==> src/rtl/pipeline_hazard_ctrl.sv <==
// pipeline_hazard_ctrl
// Control unit for a 5-stage RV32I pipeline. It owns the DX/XM/MW control
// pipeline registers. From them, plus the decode-stage fields, it derives the
// execute/memory/writeback selects, operand bypass selects, interlocks and
// the branch/jump redirect. All outputs are combinational from the stage
// registers and the decode inputs, so the DX controls appear one cycle after
// an instruction is presented at decode.
module pipeline_hazard_ctrl #(
  parameter int NREGS     = 32,
  parameter int ADDRW     = $clog2(NREGS),
  parameter bit BYPASS_EN = 1'b1
) (
  input  logic             clock,
  input  logic             reset_n,
  input  logic             valid_d,
  input  logic [6:0]       opcode_d,
  input  logic [2:0]       funct3_d,
  input  logic [6:0]       funct7_d,
  input  logic [ADDRW-1:0] addr_rs1_d,
  input  logic [ADDRW-1:0] addr_rs2_d,
  input  logic [ADDRW-1:0] addr_rd_d,
  input  logic             br_eq,
  input  logic             br_lt,
  output logic             stall_f,
  output logic             flush_fd,
  output logic             pc_sel,
  output logic             br_un,
  output logic [1:0]       a_sel,
  output logic [1:0]       b_sel,
  output logic [1:0]       rs1_fwd_sel,
  output logic [1:0]       rs2_fwd_sel,
  output logic [3:0]       alu_sel,
  output logic             mem_rw,
  output logic [1:0]       wb_sel,
  output logic             reg_wen,
  output logic [ADDRW-1:0] reg_waddr
);

  // RV32I major opcodes
  localparam logic [6:0] OP_R      = 7'b0110011;
  localparam logic [6:0] OP_I      = 7'b0010011;
  localparam logic [6:0] OP_LOAD   = 7'b0000011;
  localparam logic [6:0] OP_STORE  = 7'b0100011;
  localparam logic [6:0] OP_BRANCH = 7'b1100011;
  localparam logic [6:0] OP_JAL    = 7'b1101111;
  localparam logic [6:0] OP_JALR   = 7'b1100111;
  localparam logic [6:0] OP_LUI    = 7'b0110111;
  localparam logic [6:0] OP_AUIPC  = 7'b0010111;
  localparam logic [6:0] OP_SYS    = 7'b1110011;

  // Opcode classes carried down the pipe instead of the raw opcode
  localparam logic [3:0] CL_NONE   = 4'd0;
  localparam logic [3:0] CL_R      = 4'd1;
  localparam logic [3:0] CL_I      = 4'd2;
  localparam logic [3:0] CL_LOAD   = 4'd3;
  localparam logic [3:0] CL_STORE  = 4'd4;
  localparam logic [3:0] CL_BRANCH = 4'd5;
  localparam logic [3:0] CL_JAL    = 4'd6;
  localparam logic [3:0] CL_JALR   = 4'd7;
  localparam logic [3:0] CL_LUI    = 4'd8;
  localparam logic [3:0] CL_AUIPC  = 4'd9;
  localparam logic [3:0] CL_SYS    = 4'd10;
  localparam logic [3:0] CL_ILL    = 4'd11;

  // ALU operations
  localparam logic [3:0] ALU_ADD  = 4'd0;
  localparam logic [3:0] ALU_SUB  = 4'd1;
  localparam logic [3:0] ALU_SLL  = 4'd2;
  localparam logic [3:0] ALU_SRL  = 4'd3;
  localparam logic [3:0] ALU_SRA  = 4'd4;
  localparam logic [3:0] ALU_SLT  = 4'd5;
  localparam logic [3:0] ALU_SLTU = 4'd6;
  localparam logic [3:0] ALU_XOR  = 4'd7;
  localparam logic [3:0] ALU_OR   = 4'd8;
  localparam logic [3:0] ALU_AND  = 4'd9;
  localparam logic [3:0] ALU_NOP  = 4'd10;

  // Operand mux and writeback encodings
  localparam logic [1:0] SEL_REG   = 2'b00;
  localparam logic [1:0] SEL_PCIMM = 2'b01;
  localparam logic [1:0] SEL_WX    = 2'b10;
  localparam logic [1:0] SEL_MX    = 2'b11;
  localparam logic [1:0] WB_MEM    = 2'd0;
  localparam logic [1:0] WB_ALU    = 2'd1;
  localparam logic [1:0] WB_PC4    = 2'd2;

  typedef struct packed {
    logic             valid;
    logic [3:0]       cls;
    logic [2:0]       f3;
    logic [6:0]       f7;
    logic [ADDRW-1:0] rs1;
    logic [ADDRW-1:0] rs2;
    logic [ADDRW-1:0] rd;
  } stage_t;

  // Map opcode/funct fields to a class; unsupported encodings become CL_ILL
  function automatic logic [3:0] classify(input logic [6:0] op, input logic [2:0] f3,
                                          input logic [6:0] f7);
    logic [3:0] cls;
    cls = CL_ILL;
    case (op)
      OP_R: begin
        if (f7 == 7'h00 || (f7 == 7'h20 && (f3 == 3'd0 || f3 == 3'd5))) cls = CL_R;
        else cls = CL_ILL;
      end
      OP_I: begin
        if (f3 == 3'd1) cls = (f7 == 7'h00) ? CL_I : CL_ILL;
        else if (f3 == 3'd5) cls = (f7 == 7'h00 || f7 == 7'h20) ? CL_I : CL_ILL;
        else cls = CL_I;
      end
      OP_LOAD:   cls = (f3 == 3'd3 || f3 == 3'd6 || f3 == 3'd7) ? CL_ILL : CL_LOAD;
      OP_STORE:  cls = (f3 <= 3'd2) ? CL_STORE : CL_ILL;
      OP_BRANCH: cls = (f3 == 3'd2 || f3 == 3'd3) ? CL_ILL : CL_BRANCH;
      OP_JAL:    cls = CL_JAL;
      OP_JALR:   cls = (f3 == 3'd0) ? CL_JALR : CL_ILL;
      OP_LUI:    cls = CL_LUI;
      OP_AUIPC:  cls = CL_AUIPC;
      OP_SYS:    cls = CL_SYS;
      default:   cls = CL_ILL;
    endcase
    return cls;
  endfunction

  // A stage produces a register result only for real, writing, non-x0 instructions
  function automatic logic st_writes(input stage_t s);
    logic no_rd;
    no_rd = (s.cls == CL_STORE) || (s.cls == CL_BRANCH) || (s.cls == CL_SYS) ||
            (s.cls == CL_ILL) || (s.cls == CL_NONE);
    return s.valid && !no_rd && (s.rd != {ADDRW{1'b0}});
  endfunction

  function automatic logic uses_rs1(input logic [3:0] cls);
    return !((cls == CL_LUI) || (cls == CL_AUIPC) || (cls == CL_JAL) ||
             (cls == CL_ILL) || (cls == CL_NONE));
  endfunction

  function automatic logic uses_rs2(input logic [3:0] cls);
    return (cls == CL_R) || (cls == CL_STORE) || (cls == CL_BRANCH);
  endfunction

  // True when stage s writes a register that a used decode source reads
  function automatic logic src_hit(input stage_t s, input logic u1, input logic u2,
                                   input logic [ADDRW-1:0] a1, input logic [ADDRW-1:0] a2);
    return st_writes(s) && ((u1 && (s.rd == a1)) || (u2 && (s.rd == a2)));
  endfunction

  // MX beats WX; a load in XM has no data yet so it never feeds MX
  function automatic logic [1:0] fwd_sel(input logic [ADDRW-1:0] src, input stage_t xm,
                                         input stage_t mw);
    logic [1:0] sel;
    if (st_writes(xm) && (xm.cls != CL_LOAD) && (xm.rd == src)) sel = SEL_MX;
    else if (st_writes(mw) && (mw.rd == src)) sel = SEL_WX;
    else sel = SEL_REG;
    return sel;
  endfunction

  function automatic logic branch_cond(input logic [2:0] f3, input logic eq, input logic lt);
    logic t;
    case (f3)
      3'd0:    t = eq;
      3'd1:    t = !eq;
      3'd4:    t = lt;
      3'd5:    t = !lt;
      3'd6:    t = lt;
      3'd7:    t = !lt;
      default: t = 1'b0;
    endcase
    return t;
  endfunction

  function automatic logic [3:0] alu_of(input stage_t s);
    logic [3:0] op;
    op = ALU_NOP;
    if (!s.valid) begin
      op = ALU_NOP;
    end else begin
      case (s.cls)
        CL_LUI: op = ALU_NOP;
        CL_AUIPC, CL_JAL, CL_JALR, CL_LOAD, CL_STORE, CL_BRANCH: op = ALU_ADD;
        CL_R, CL_I: begin
          case (s.f3)
            3'd0:    op = (s.cls == CL_R && s.f7 == 7'h20) ? ALU_SUB : ALU_ADD;
            3'd1:    op = ALU_SLL;
            3'd2:    op = ALU_SLT;
            3'd3:    op = ALU_SLTU;
            3'd4:    op = ALU_XOR;
            3'd5:    op = (s.f7 == 7'h20) ? ALU_SRA : ALU_SRL;
            3'd6:    op = ALU_OR;
            3'd7:    op = ALU_AND;
            default: op = ALU_NOP;
          endcase
        end
        default: op = ALU_NOP;
      endcase
    end
    return op;
  endfunction

  stage_t r_dx;
  stage_t r_xm;
  stage_t r_mw;
  stage_t w_dec;
  logic   w_use1;
  logic   w_use2;
  logic   w_hazard;
  logic   w_take;
  logic [1:0] w_fwd1;
  logic [1:0] w_fwd2;
  logic   w_unused_fields;

  // Package the decode inputs into stage form and note which sources it reads
  always_comb begin
    w_dec       = '0;
    w_dec.valid = valid_d;
    w_dec.cls   = classify(opcode_d, funct3_d, funct7_d);
    w_dec.f3    = funct3_d;
    w_dec.f7    = funct7_d;
    w_dec.rs1   = addr_rs1_d;
    w_dec.rs2   = addr_rs2_d;
    w_dec.rd    = addr_rd_d;
    w_use1      = valid_d && uses_rs1(w_dec.cls);
    w_use2      = valid_d && uses_rs2(w_dec.cls);
  end

  // Interlock and control-transfer decisions; a redirect always overrides a stall
  always_comb begin
    w_hazard = 1'b0;
    if (BYPASS_EN) begin
      w_hazard = src_hit(r_dx, w_use1, w_use2, addr_rs1_d, addr_rs2_d) &&
                 (r_dx.cls == CL_LOAD);
    end else begin
      w_hazard = src_hit(r_dx, w_use1, w_use2, addr_rs1_d, addr_rs2_d) ||
                 src_hit(r_xm, w_use1, w_use2, addr_rs1_d, addr_rs2_d) ||
                 src_hit(r_mw, w_use1, w_use2, addr_rs1_d, addr_rs2_d);
    end
    w_take = r_dx.valid &&
             ((r_dx.cls == CL_JAL) || (r_dx.cls == CL_JALR) ||
              ((r_dx.cls == CL_BRANCH) && branch_cond(r_dx.f3, br_eq, br_lt)));
    stall_f  = w_hazard && !w_take;
    flush_fd = w_take;
    pc_sel   = w_take;
    br_un    = r_dx.valid && (r_dx.cls == CL_BRANCH) &&
               ((r_dx.f3 == 3'd6) || (r_dx.f3 == 3'd7));
  end

  // Execute-stage operand selects and ALU operation for the DX instruction
  always_comb begin
    w_fwd1 = SEL_REG;
    w_fwd2 = SEL_REG;
    if (BYPASS_EN && r_dx.valid) begin
      if (uses_rs1(r_dx.cls)) w_fwd1 = fwd_sel(r_dx.rs1, r_xm, r_mw);
      else w_fwd1 = SEL_REG;
      if (uses_rs2(r_dx.cls)) w_fwd2 = fwd_sel(r_dx.rs2, r_xm, r_mw);
      else w_fwd2 = SEL_REG;
    end else begin
      w_fwd1 = SEL_REG;
      w_fwd2 = SEL_REG;
    end
    rs1_fwd_sel = w_fwd1;
    rs2_fwd_sel = w_fwd2;
    if (!r_dx.valid) a_sel = SEL_REG;
    else if ((r_dx.cls == CL_BRANCH) || (r_dx.cls == CL_AUIPC) || (r_dx.cls == CL_JAL))
      a_sel = SEL_PCIMM;
    else a_sel = w_fwd1;
    if (!r_dx.valid) b_sel = SEL_REG;
    else if (r_dx.cls == CL_R) b_sel = w_fwd2;
    else b_sel = SEL_PCIMM;
    alu_sel = alu_of(r_dx);
  end

  // Memory and writeback controls from the XM and MW stages
  always_comb begin
    mem_rw = r_xm.valid && (r_xm.cls == CL_STORE);
    if (!r_xm.valid) wb_sel = WB_MEM;
    else if (r_xm.cls == CL_LOAD) wb_sel = WB_MEM;
    else if ((r_xm.cls == CL_JAL) || (r_xm.cls == CL_JALR)) wb_sel = WB_PC4;
    else wb_sel = WB_ALU;
    reg_wen   = st_writes(r_mw);
    reg_waddr = r_mw.valid ? r_mw.rd : {ADDRW{1'b0}};
  end

  // Source/funct fields past DX carry no control meaning downstream
  assign w_unused_fields = ^{r_xm.f3, r_xm.f7, r_xm.rs1, r_xm.rs2,
                             r_mw.f3, r_mw.f7, r_mw.rs1, r_mw.rs2};

  // Advance the control pipe; stall or redirect inserts a bubble into DX
  always_ff @(posedge clock or negedge reset_n) begin
    if (!reset_n) begin
      r_dx <= '0;
      r_xm <= '0;
      r_mw <= '0;
    end else begin
      r_xm <= r_dx;
      r_mw <= r_xm;
      if (!stall_f && !flush_fd) r_dx <= w_dec;
      else r_dx <= '0;
    end
  end

endmodule

==> config.mk <==
export PLATFORM = sky130hd
export DESIGN_NAME = pipeline_hazard_ctrl
export DESIGN_NICKNAME = d
export VERILOG_FILES = /design/src/rtl/pipeline_hazard_ctrl.sv
export SDC_FILE = /design/constraint.sdc
export NUM_CORES = 1
export LEC_CHECK = 0
export CORE_MARGIN = 8
export CORE_UTILIZATION = 39
export DETAILED_ROUTE_END_ITERATION = 12
export PLACE_DENSITY_LB_ADDON = 0.1
export SLEW_MARGIN = 20
export SYNTH_ARGS = -nofsm -noshare
export SYNTH_HDL_FRONTEND = slang
export SYNTH_SLANG_ARGS = --single-unit
==> constraint.sdc <==
create_clock -name clock -period 1.95 [get_ports clock]
set_clock_uncertainty 0.2 [all_clocks]
set_input_delay 0.195 -clock clock [delete_from_list [all_inputs] [get_ports clock]]
set_output_delay 0.195 -clock clock [all_outputs]
set_load 0.01 [all_outputs]
==> Word level (Yosys, flattened, before mapping) <==
Cells that the tools add are included.
{ "totals": {"regBits": 50, "output_inout_bits": 25, "word_cells": 193} }
{ "classes": {"n_lt_le_gt_ge": 1, "n_eq_ne": 61, "n_mux": 33, "n_reduce_logical": 85} }
{ "ops": {"columns": ["cell", "n"], "rows": [
  ["== test 4 x 3 -> 1 bit (second input constant)", 13],
  ["== test 4 bit (second input constant)", 11],
  ["2-to-1 mux 4 bit", 10],
  ["one-hot mux 4 bit (10 select lines)", 1],
  ["logical OR 1 bit", 37],
  ["== test 7 x 6 -> 1 bit (second input constant)", 5],
  ["one-hot mux 4 bit (8 select lines)", 1],
  ["== test 5 bit", 6],
  ["2-to-1 mux 2 bit", 15],
  ["2-to-1 mux 30 bit", 1],
  ["== test 7 bit (second input constant)", 4],
  ["logical AND 1 bit", 26],
  ["== test 3 bit (second input constant)", 7],
  ["logical NOT 4 bit", 4],
  ["nonzero test 5 bit", 3],
  ["== test 7 x 5 -> 1 bit (second input constant)", 2],
  ["== test 3 x 2 -> 1 bit (second input constant)", 4],
  ["== test 4 x 2 -> 1 bit (second input constant)", 3],
  ["== test 4 x 1 -> 1 bit (second input constant)", 2],
  ["logical NOT 1 bit", 8],
  ["one-hot mux 4 bit (2 select lines)", 1],
  ["== test 7 x 2 -> 1 bit (second input constant)", 1],
  ["logical NOT 7 bit", 1],
  ["== test 3 x 1 -> 1 bit (second input constant)", 2],
  ["9 further kinds", 12]
]} }

==> Depth between registers and ports, before layout <==
Gate-level depths: netlist of the first run.
{ "logic_depth": {"depth_word": 21, "depth_mapped": 10} }

==> Worst setup path before layout of the first run <==
Ideal clock, no wire load.
{ "synth_path": {"path_type": "input to register", "startpoint": "input port funct3_d[2]", "endpoint": "register r_dx[10] in the netlist's numbering", "arrival_ns": 1.873, "required_ns": 1.634, "setup_slack_ns": -0.239, "stages": 10, "path_cell_list": "clkbuf_1 -> nand2b_1 -> nand3_1 -> a311oi_1 -> o41a_2 -> o21bai_1 -> a221oi_2 -> buf_4 -> buf_6 -> nor2_1"} }
{ "synth_via": {"elab_chain_cells": 21, "word_cells_on_any_way": 48, "classes_between": "order compare (1); eq/ne (13); mux (9); reduce/logical (25)"} }
{ "synth_lines": {"columns": ["item", "line_no", "text"], "rows": [
  ["start: declaration", "17", "input logic [2:0] funct3_d,"],
  ["== test 3 bit / logical NOT 3 bit (equally long branches)", "104, 109, 116", null],
  ["logical OR 1 bit", "104", "if (f7 == 7'h00 || (f7 == 7'h20 && (f3 == 3'd0 || f3 == 3'd5))) cls = CL_R;"],
  ["logical AND 1 bit", "104", null],
  ["logical OR 1 bit", "104", null],
  ["2-to-1 mux 4 bit", "104", null],
  ["one-hot mux 4 bit (10 select lines) (*)", "102", "case (op)"],
  ["== test 4 bit", "134", "return !((cls == CL_LUI) || (cls == CL_AUIPC) || (cls == CL_JAL) ||"],
  ["logical OR 1 bit (3 in series)", "134", null],
  ["[... 3 more ...]", null, null],
  ["logical AND 1 bit", null, null],
  ["logical OR 1 bit (*)", null, null],
  ["logical AND 1 bit (*)", null, null],
  ["logical AND 1 bit (*)", "230", "w_hazard = src_hit(r_dx, w_use1, w_use2, addr_rs1_d, addr_rs2_d) &&"],
  ["logical AND 1 bit (*)", "240", "stall_f = w_hazard && !w_take;"],
  ["logical NOT 1 bit (*)", "296", "if (!stall_f && !flush_fd) r_dx <= w_dec;"],
  ["logical AND 1 bit (*)", "296", null],
  ["2-to-1 mux 30 bit (*)", "296", null],
  ["end signal: assignment", "296", null],
  ["end: declaration", "200", "stage_t r_dx;"]
]} }
Every way passes the cells marked *; elsewhere a longest branch is shown, timed or not.

==> Worst setup path after layout of the first run <==
{ "layout_path": {"startpoint": "register r_xm[4] in the netlist's numbering", "endpoint": "output port b_sel[1]"} }
{ "layout_via": {"elab_chain_cells": 9, "word_cells_on_any_way": 10, "classes_between": "eq/ne (1); mux (5); reduce/logical (4)"} }
{ "layout_lines": {"columns": ["item", "line_no", "text"], "rows": [
  ["start: declaration", "201", "stage_t r_xm;"],
  ["start signal: assignment", "294", "r_xm <= r_dx;"],
  ["nonzero test 5 bit", "130", "return s.valid && !no_rd && (s.rd != {ADDRW{1'b0}});"],
  ["logical AND 1 bit", "130", null],
  ["logical AND 1 bit", "152", "if (st_writes(xm) && (xm.cls != CL_LOAD) && (xm.rd == src)) sel = SEL_MX;"],
  ["logical AND 1 bit (*)", "152", null],
  ["2-to-1 mux 2 bit (*)", "152", null],
  ["2-to-1 mux 2 bit (*)", "254", "if (uses_rs2(r_dx.cls)) w_fwd2 = fwd_sel(r_dx.rs2, r_xm, r_mw);"],
  ["2-to-1 mux 2 bit (*)", "251", "if (BYPASS_EN && r_dx.valid) begin"],
  ["2-to-1 mux 2 bit (*)", "267", "else if (r_dx.cls == CL_R) b_sel = w_fwd2;"],
  ["2-to-1 mux 2 bit (*)", "266", "if (!r_dx.valid) b_sel = SEL_REG;"],
  ["end: declaration", "29", "output logic [1:0] b_sel,"]
]} }
Marks and branches as above.

==> metrics.txt, run 1 <==
DRC 0; Initial DRC Count 69; reg-to-reg startpoint r_dx[3]; Area Overhead vs Synth 70.0%; Slowest-stage cell, CP or4_4; Max Slew Vio Count 0; Nets 507; top cells by area, synth dfrtp_1, nor2_1, nand2_1, xnor2_1, xor2_1; Rows 31; routability-driven placement congestion ratio 0.903; VDD IR-drop max 0.442 mV; Total Routing Usage GR 0.176; Die Ht 101 µm; Synth Flop Type dfrtp_1; post-synth top area share 0.442; most common cell after layout, fill and taps aside buf_4; Yosys warning total 0; crit-path cells or4_4, o21ai_2, nor3b_2, and4_4, a41oi_4, buf_4, nor3b_2, buf_2; Clock Tree Buf Depth 2; met1 Track Usage GR 0.218; post-synthesis cell count 323; pwr/cell area 476 nW/µm²; TritonCTS Buffers 5; RSZ-0062 raised after global routing true; number of buffer and inverter stages on the critical path 2; #FFs+latches synth 50; r2r worst-path depth 9; total core area 7140 µm²; critical path class reg -> out; Fillers 577; final setup fails 43; Cell Area, Synth 2830 µm²; Die Wd 101 µm; via-per-instance ratio 4.98; post-route cell area 4810 µm²; Critical Path RT 1550 ps; met3 GRT Util 0.0323; post-place setup slack -1220 ps; area leader, netlist dfrtp_1; Maximum Capacitance Violations 0; Mapped Nets 360; first-pass GRT wire length 14.6 mm; busiest grt layer met2; CP peak stage delay 540 ps; outcome complete, but fails checks; period utilisation layout 1.30; hold path cells 3; final hold violations 0; dpl hpwl 6.28 mm; clock net sink count 50; commonest cells after routing, fill and taps aside buf_4, dfrtp_1, nand2_1; LEAKAGE 2.14 nW; Post-Synth Adder-Cell Area 0; initial core utilization 0.397; Top delay family on crit path simple AND/OR/NAND/NOR gates; fin util 0.674; H-tree depth 2; main combinational cell family by area after synthesis simple AND/OR/NAND/NOR gates; Synth Area per Inst 8.76 µm²; R2R setup slack -380 ps; Tmin final 2540 ps; FMAX 0.394 GHz; critical path fanouts, max 2; Buffers on Ports 61; min-delay worst type in -> reg; routed wire length 8.67 mm; Total Die Area 10200 µm²; post-synthesis compound-gate area fraction 0.141; Startpoint Class flop; CP Capture Type primary output; Slew @ Worst Pin 613 ps; layout cell share with drive strength beyond 1 0.410; crit path from r_xm[4]; hold path startpoint funct7_d[1]; Slew HR 0.591; ANT cells 0; Clock Latency Late Sink 310 ps; Post-Synth XOR/XNOR Area 0.102; Pre-antenna DRT Iters 4; failing checks negative setup slack; grt total ovfl 0; CP most frequent cell nor3b_2; asr flop ratio synth 1.00; number of flops mapped to enable cells by yosys 0; register area share after synthesis 0.442; clk slew on worst S/H paths 110 ps; vias 2837; io pins 62; Data arrival, critical path 2150 ps; dpl cell area 4160 µm²; largest net degree at the start of global routing 28; CTS tree built; reg-to-reg endpoint r_dx[24]; Worst Slack Setup Final -591 ps; WHS Endpoint r_dx[16]; met2 Usage GRT 0.307; post-synthesis mux area share 0; root buffer cell clkbuf_8; Simple-Gate Fraction of Synth Area 0.278; Distinct cells, synth 48; Antenna Nets Post-Route 0; antenna violations before repair 0; WL per Instance 15.2 µm; vias in the first global route 2998
[Yosys cell counts (7+ instances only)]
library cell	number
a21oi_1	12
dfrtp_1	50
nand3_1	7
nand2b_1	7
o21a_1	7
and2_1	7
xnor2_1	17
nand2_1	43
xor2_1	16
clkbuf_1	9
nor3b_1	7
nor2_1	48
nor3_1	16
[layer usage]
metal	vias up	routed length [µm]
met5	-	0
met4	0	94
met3	8	302
met1	1367	3750
li1	1411	-
met2	51	4520
[timing repair]
item | in CTS | in global routing
hold endpoints to repair | 27 | 0
pin swaps | 27 | 25
gates resized for setup | 152 | 64
hold buffers | 2 | 0
setup buffers | 7 | 7
endpoints found under the setup margin | 50 | 52
cloned | 3 | 0
[flip-flops by register name, indices dropped and copies added (netlist names)]
register	flops
r_dx	30
r_mw	10
r_xm	10
[cell type report]
class | instances | area (µm²) | area share
clock inverters | 3 | 28.8 | 0.00598
clock buffers | 5 | 68.8 | 0.0143
well taps | 99 | 124 | 0.0257
flip-flops and latches | 50 | 1250 | 0.260
multi-input cells | 251 | 1930 | 0.401
inverters | 5 | 21.3 | 0.00442
repair buffers | 157 | 1390 | 0.289
[how the worst max path moves through the flow]
| stage | endpoint | slack [ps] | cells past startpoint |
|---|---|---|---|
| 2_1_floorplan | r_dx[13] | -130 | 10 |
| 3_3_place_gp | stall_f | -1180 | 8 |
| 3_5_place_dp | stall_f | -1220 | 8 |
| 4_1_cts | b_sel[1] | -630 | 8 |
| 5_1_grt | b_sel[1] | -680 | 8 |
| 6_report | b_sel[1] | -590 | 8 |
[where the power goes]
group / total, mW / internal, mW / switching (mW)
sequential: 1.13 / 1.08 / 0.0416
clock: 0.624 / 0.266 / 0.358
combinational: 0.539 / 0.287 / 0.251
total: 2.29 / 1.64 / 0.651
[cell families (layout without fill, tap and decap cells)]
family / count (synthesis) / count (layout)
buffers and inverters: 22 / 170
flip-flops: 50 / 50
XOR/XNOR: 33 / 33
AO/OA/AOI/OAI: 56 / 56
AND/OR/NAND/NOR: 162 / 162
[through the flow]
| stage | hold WS (ps) | total power [mW] | instances | setup TNS [ps] |
|---|---|---|---|---|
| 2_1_floorplan | -301 | 1.34 | 323 | -2570 |
| 3_3_place_gp | 32.1 | 1.61 | 546 | -34950 |
| 3_5_place_dp | 39.8 | 1.62 | 546 | -36110 |
| 4_1_cts | 48.9 | 2.26 | 566 | -13220 |
| 5_1_grt | 50.4 | 2.41 | 570 | -17320 |
| 6_report | 54.8 | 2.29 | 570 | -13580 |
[worst min-delay path, stage by stage]
cell and delay (ps):
clkdlybuf4s15_2 200, nand2_1 80, nor2_2 40
Power figures use the tool's default switching activity.
==> inputs of run 2 (changes only) <==
--- a/config.mk
+++ b/config.mk
@@ -5,9 +5,11 @@
 export SDC_FILE = /design/constraint.sdc
 export NUM_CORES = 1
 export LEC_CHECK = 0
+export CORE_ASPECT_RATIO = 1.25
 export CORE_MARGIN = 8
 export CORE_UTILIZATION = 39
 export DETAILED_ROUTE_END_ITERATION = 12
+export GPL_ROUTABILITY_DRIVEN = 0
 export PLACE_DENSITY_LB_ADDON = 0.1
 export SLEW_MARGIN = 20
 export SYNTH_ARGS = -nofsm -noshare
==> run 2 against run 1 <==
Against the previous run: the flow still finishes with violations (negative setup slack); sequential cell count unchanged; global-route usage down 0.60 points; critical path depth up 2; wire length up 3.9%; first-iteration DRC count up 110%; sequential share of layout area down 0.63 points; fmax up 1.4%; critical path type is now reg -> reg; largest power group unchanged; highest routed layer unchanged.
==> metrics.txt, run 2 (synthesis results as in run 1) <==
outcome complete, but fails checks; failing checks negative setup slack; Fillers 592 (+2.6%); met3 GRT Util 0.0298 (-0.00249); most common cell after layout, fill and taps aside buf_4; FMAX 0.399 GHz (+1.4%); Data arrival, critical path 2500 ps (+350 ps); met2 Usage GRT 0.326 (+0.0183); Pre-antenna DRT Iters 4 (unchanged); Slowest-stage cell, CP dfrtp_1; final setup fails 44 (+2.3%); WL per Instance 15.9 µm (+4.8%); Die Ht 111 µm (+9.9%); layout cell share with drive strength beyond 1 0.455 (+0.0450); hold path cells 3 (unchanged); vias in the first global route 3090 (+3.1%); clk slew on worst S/H paths 90 ps (-20 ps); Fin Setup TNS -18820 ps (-5250 ps); Top Registers r_dx: 30 flops, r_mw: 10 flops, r_xm: 10 flops; register with the most flip-flops r_dx; Die Wd 92.2 µm (-8.9%); Worst Slack Setup Final -556 ps (+35.1 ps); met1 Track Usage GR 0.169 (-0.0486); dpl hpwl 6.23 mm (-0.74%); antenna violations before repair 0 (unchanged); reg-to-reg endpoint r_dx[24]; TritonCTS Buffers 5 (unchanged); via-per-instance ratio 5.27 (+5.8%); critical path class reg -> reg; Buffers on Ports 61 (unchanged); largest net degree at the start of global routing 51 (+82%); R2R setup slack -560 ps (-180 ps); period utilisation layout 1.29 (-0.0180); worst hold margin 113 ps (+57.9 ps); first-pass GRT wire length 14.3 mm (-1.6%); Slew HR 0.710 (+0.119); LEAKAGE 2.13 nW (-0.85%); crit-path cells xor2_1, nor3_1, nand3_1, o21bai_4, a221oi_4, buf_4, buf_6, buf_12, buf_12, nor3_4; pwr/cell area 489 nW/µm² (+2.7%); total core area 7020 µm² (-1.6%); VDD IR-drop max 0.382 mV (-14%); Largest register FFs 30 (unchanged); Slew @ Worst Pin 431 ps (-182 ps); hold path startpoint funct7_d[2]; critical path fanouts, max 7 (+5); DRC 0 (unchanged); CTS tree built; reg-to-reg startpoint r_dx[3]; root buffer cell clkbuf_8; CP most frequent cell buf_12; commonest cells after routing, fill and taps aside buf_4, dfrtp_1, nand2_1; H-tree depth 2 (unchanged); Maximum Capacitance Violations 0 (unchanged); vias 2976 (+4.9%); Final Non-Filler Cells 565 (-0.88%); final hold violations 0 (unchanged); number of buffer and inverter stages on the critical path 4 (+2); dpl cells 534 (-2.2%); fin util 0.703 (+0.0284); Tmin final 2510 ps (-35.1 ps); Total Routing Usage GR 0.170 (-0.00599); Antenna Nets Post-Route 0 (unchanged); total chip power 2.41 mW (+5.3%); r2r worst-path depth 10 (+1); RSZ-0062 raised after global routing true; WHS Endpoint r_dx[17]; Max Slew Vio Count 0 (unchanged); Critical Path RT 1950 ps (+400 ps); Top delay family on crit path compound AO/OA/AOI/OAI gates; Initial DRC Count 145 (+110%); Rows 34 (+9.7%); Area Overhead vs Synth 74.3%; io pins 62 (unchanged); Clock Tree Buf Depth 2 (unchanged); Startpoint Class flop; Nets 511 (+0.79%); Clock Latency Late Sink 300 ps (about the same); initial core utilization 0.403 (+0.00664); grt total ovfl 0 (unchanged); min-delay worst type in -> reg; ANT cells 0 (unchanged); clock net sink count 50 (unchanged); CP peak stage delay 420 ps (-120 ps); routed wire length 9.00 mm (+3.9%); Total Die Area 10300 µm² (+0.17%); busiest grt layer met2; CP Capture Type flop
## run 2: metal layers
layer	up-vias	wire length (µm)
met2	99	5060
met4	0	387
met3	33	372
met5	-	0
met1	1430	3180
li1	1414	-
## run 2: stage by stage
| stage | setup WS [ps] | instance area [µm²] |
|---|---|---|
| 2_1_floorplan | -134 | 2930 |
| 3_3_place_gp | -1150 | 4130 |
| 3_5_place_dp | -1210 | 4130 |
| 4_1_cts | -548 | 4700 |
| 5_1_grt | -707 | 4930 |
| 6_report | -556 | 4930 |
## run 2: cell type report
class / instances / area (µm²) / share of cell area
Tap cell: 90 / 113 / 0.0228
Clock buffer: 5 / 68.8 / 0.0140
Clock inverter: 3 / 43.8 / 0.00888
Timing Repair Buffer: 161 / 1420 / 0.288
Multi-Input combinational cell: 251 / 2010 / 0.408
Inverter: 5 / 21.3 / 0.00431
Sequential cell: 50 / 1250 / 0.254
## run 2: worst max path at each step
stage / from / endpoint / slack, ps / depth (start not counted)
4_1_cts: r_xm[1] / a_sel[1] / -550 / 7
6_report: r_dx[3] / r_dx[24] / -560 / 10
3_5_place_dp: funct7_d[0] / stall_f / -1210 / 8
5_1_grt: r_dx[0] / r_dx[24] / -710 / 10
3_3_place_gp: opcode_d[6] / stall_f / -1150 / 9
2_1_floorplan: opcode_d[2] / r_dx[13] / -130 / 10
## run 2: report_power, final
group / switching (mW) / internal [mW]
Combinational: 0.268 / 0.298
Sequential: 0.0389 / 1.08
Clock: 0.337 / 0.384
## run 2: what timing repair did
action                                  CTS  global route
pin swaps                                40            22
gates cloned                              3             0
resized for setup                       182            63
endpoints found under the setup margin   50            47
endpoints found under the hold margin    52             0
setup buffers                            12             9
hold buffers                              3             0
## run 2: worst min-delay path, stage by stage
cell             delay, ps
clkdlybuf4s15_1        210
nand2_1                130
nor2_4                  50
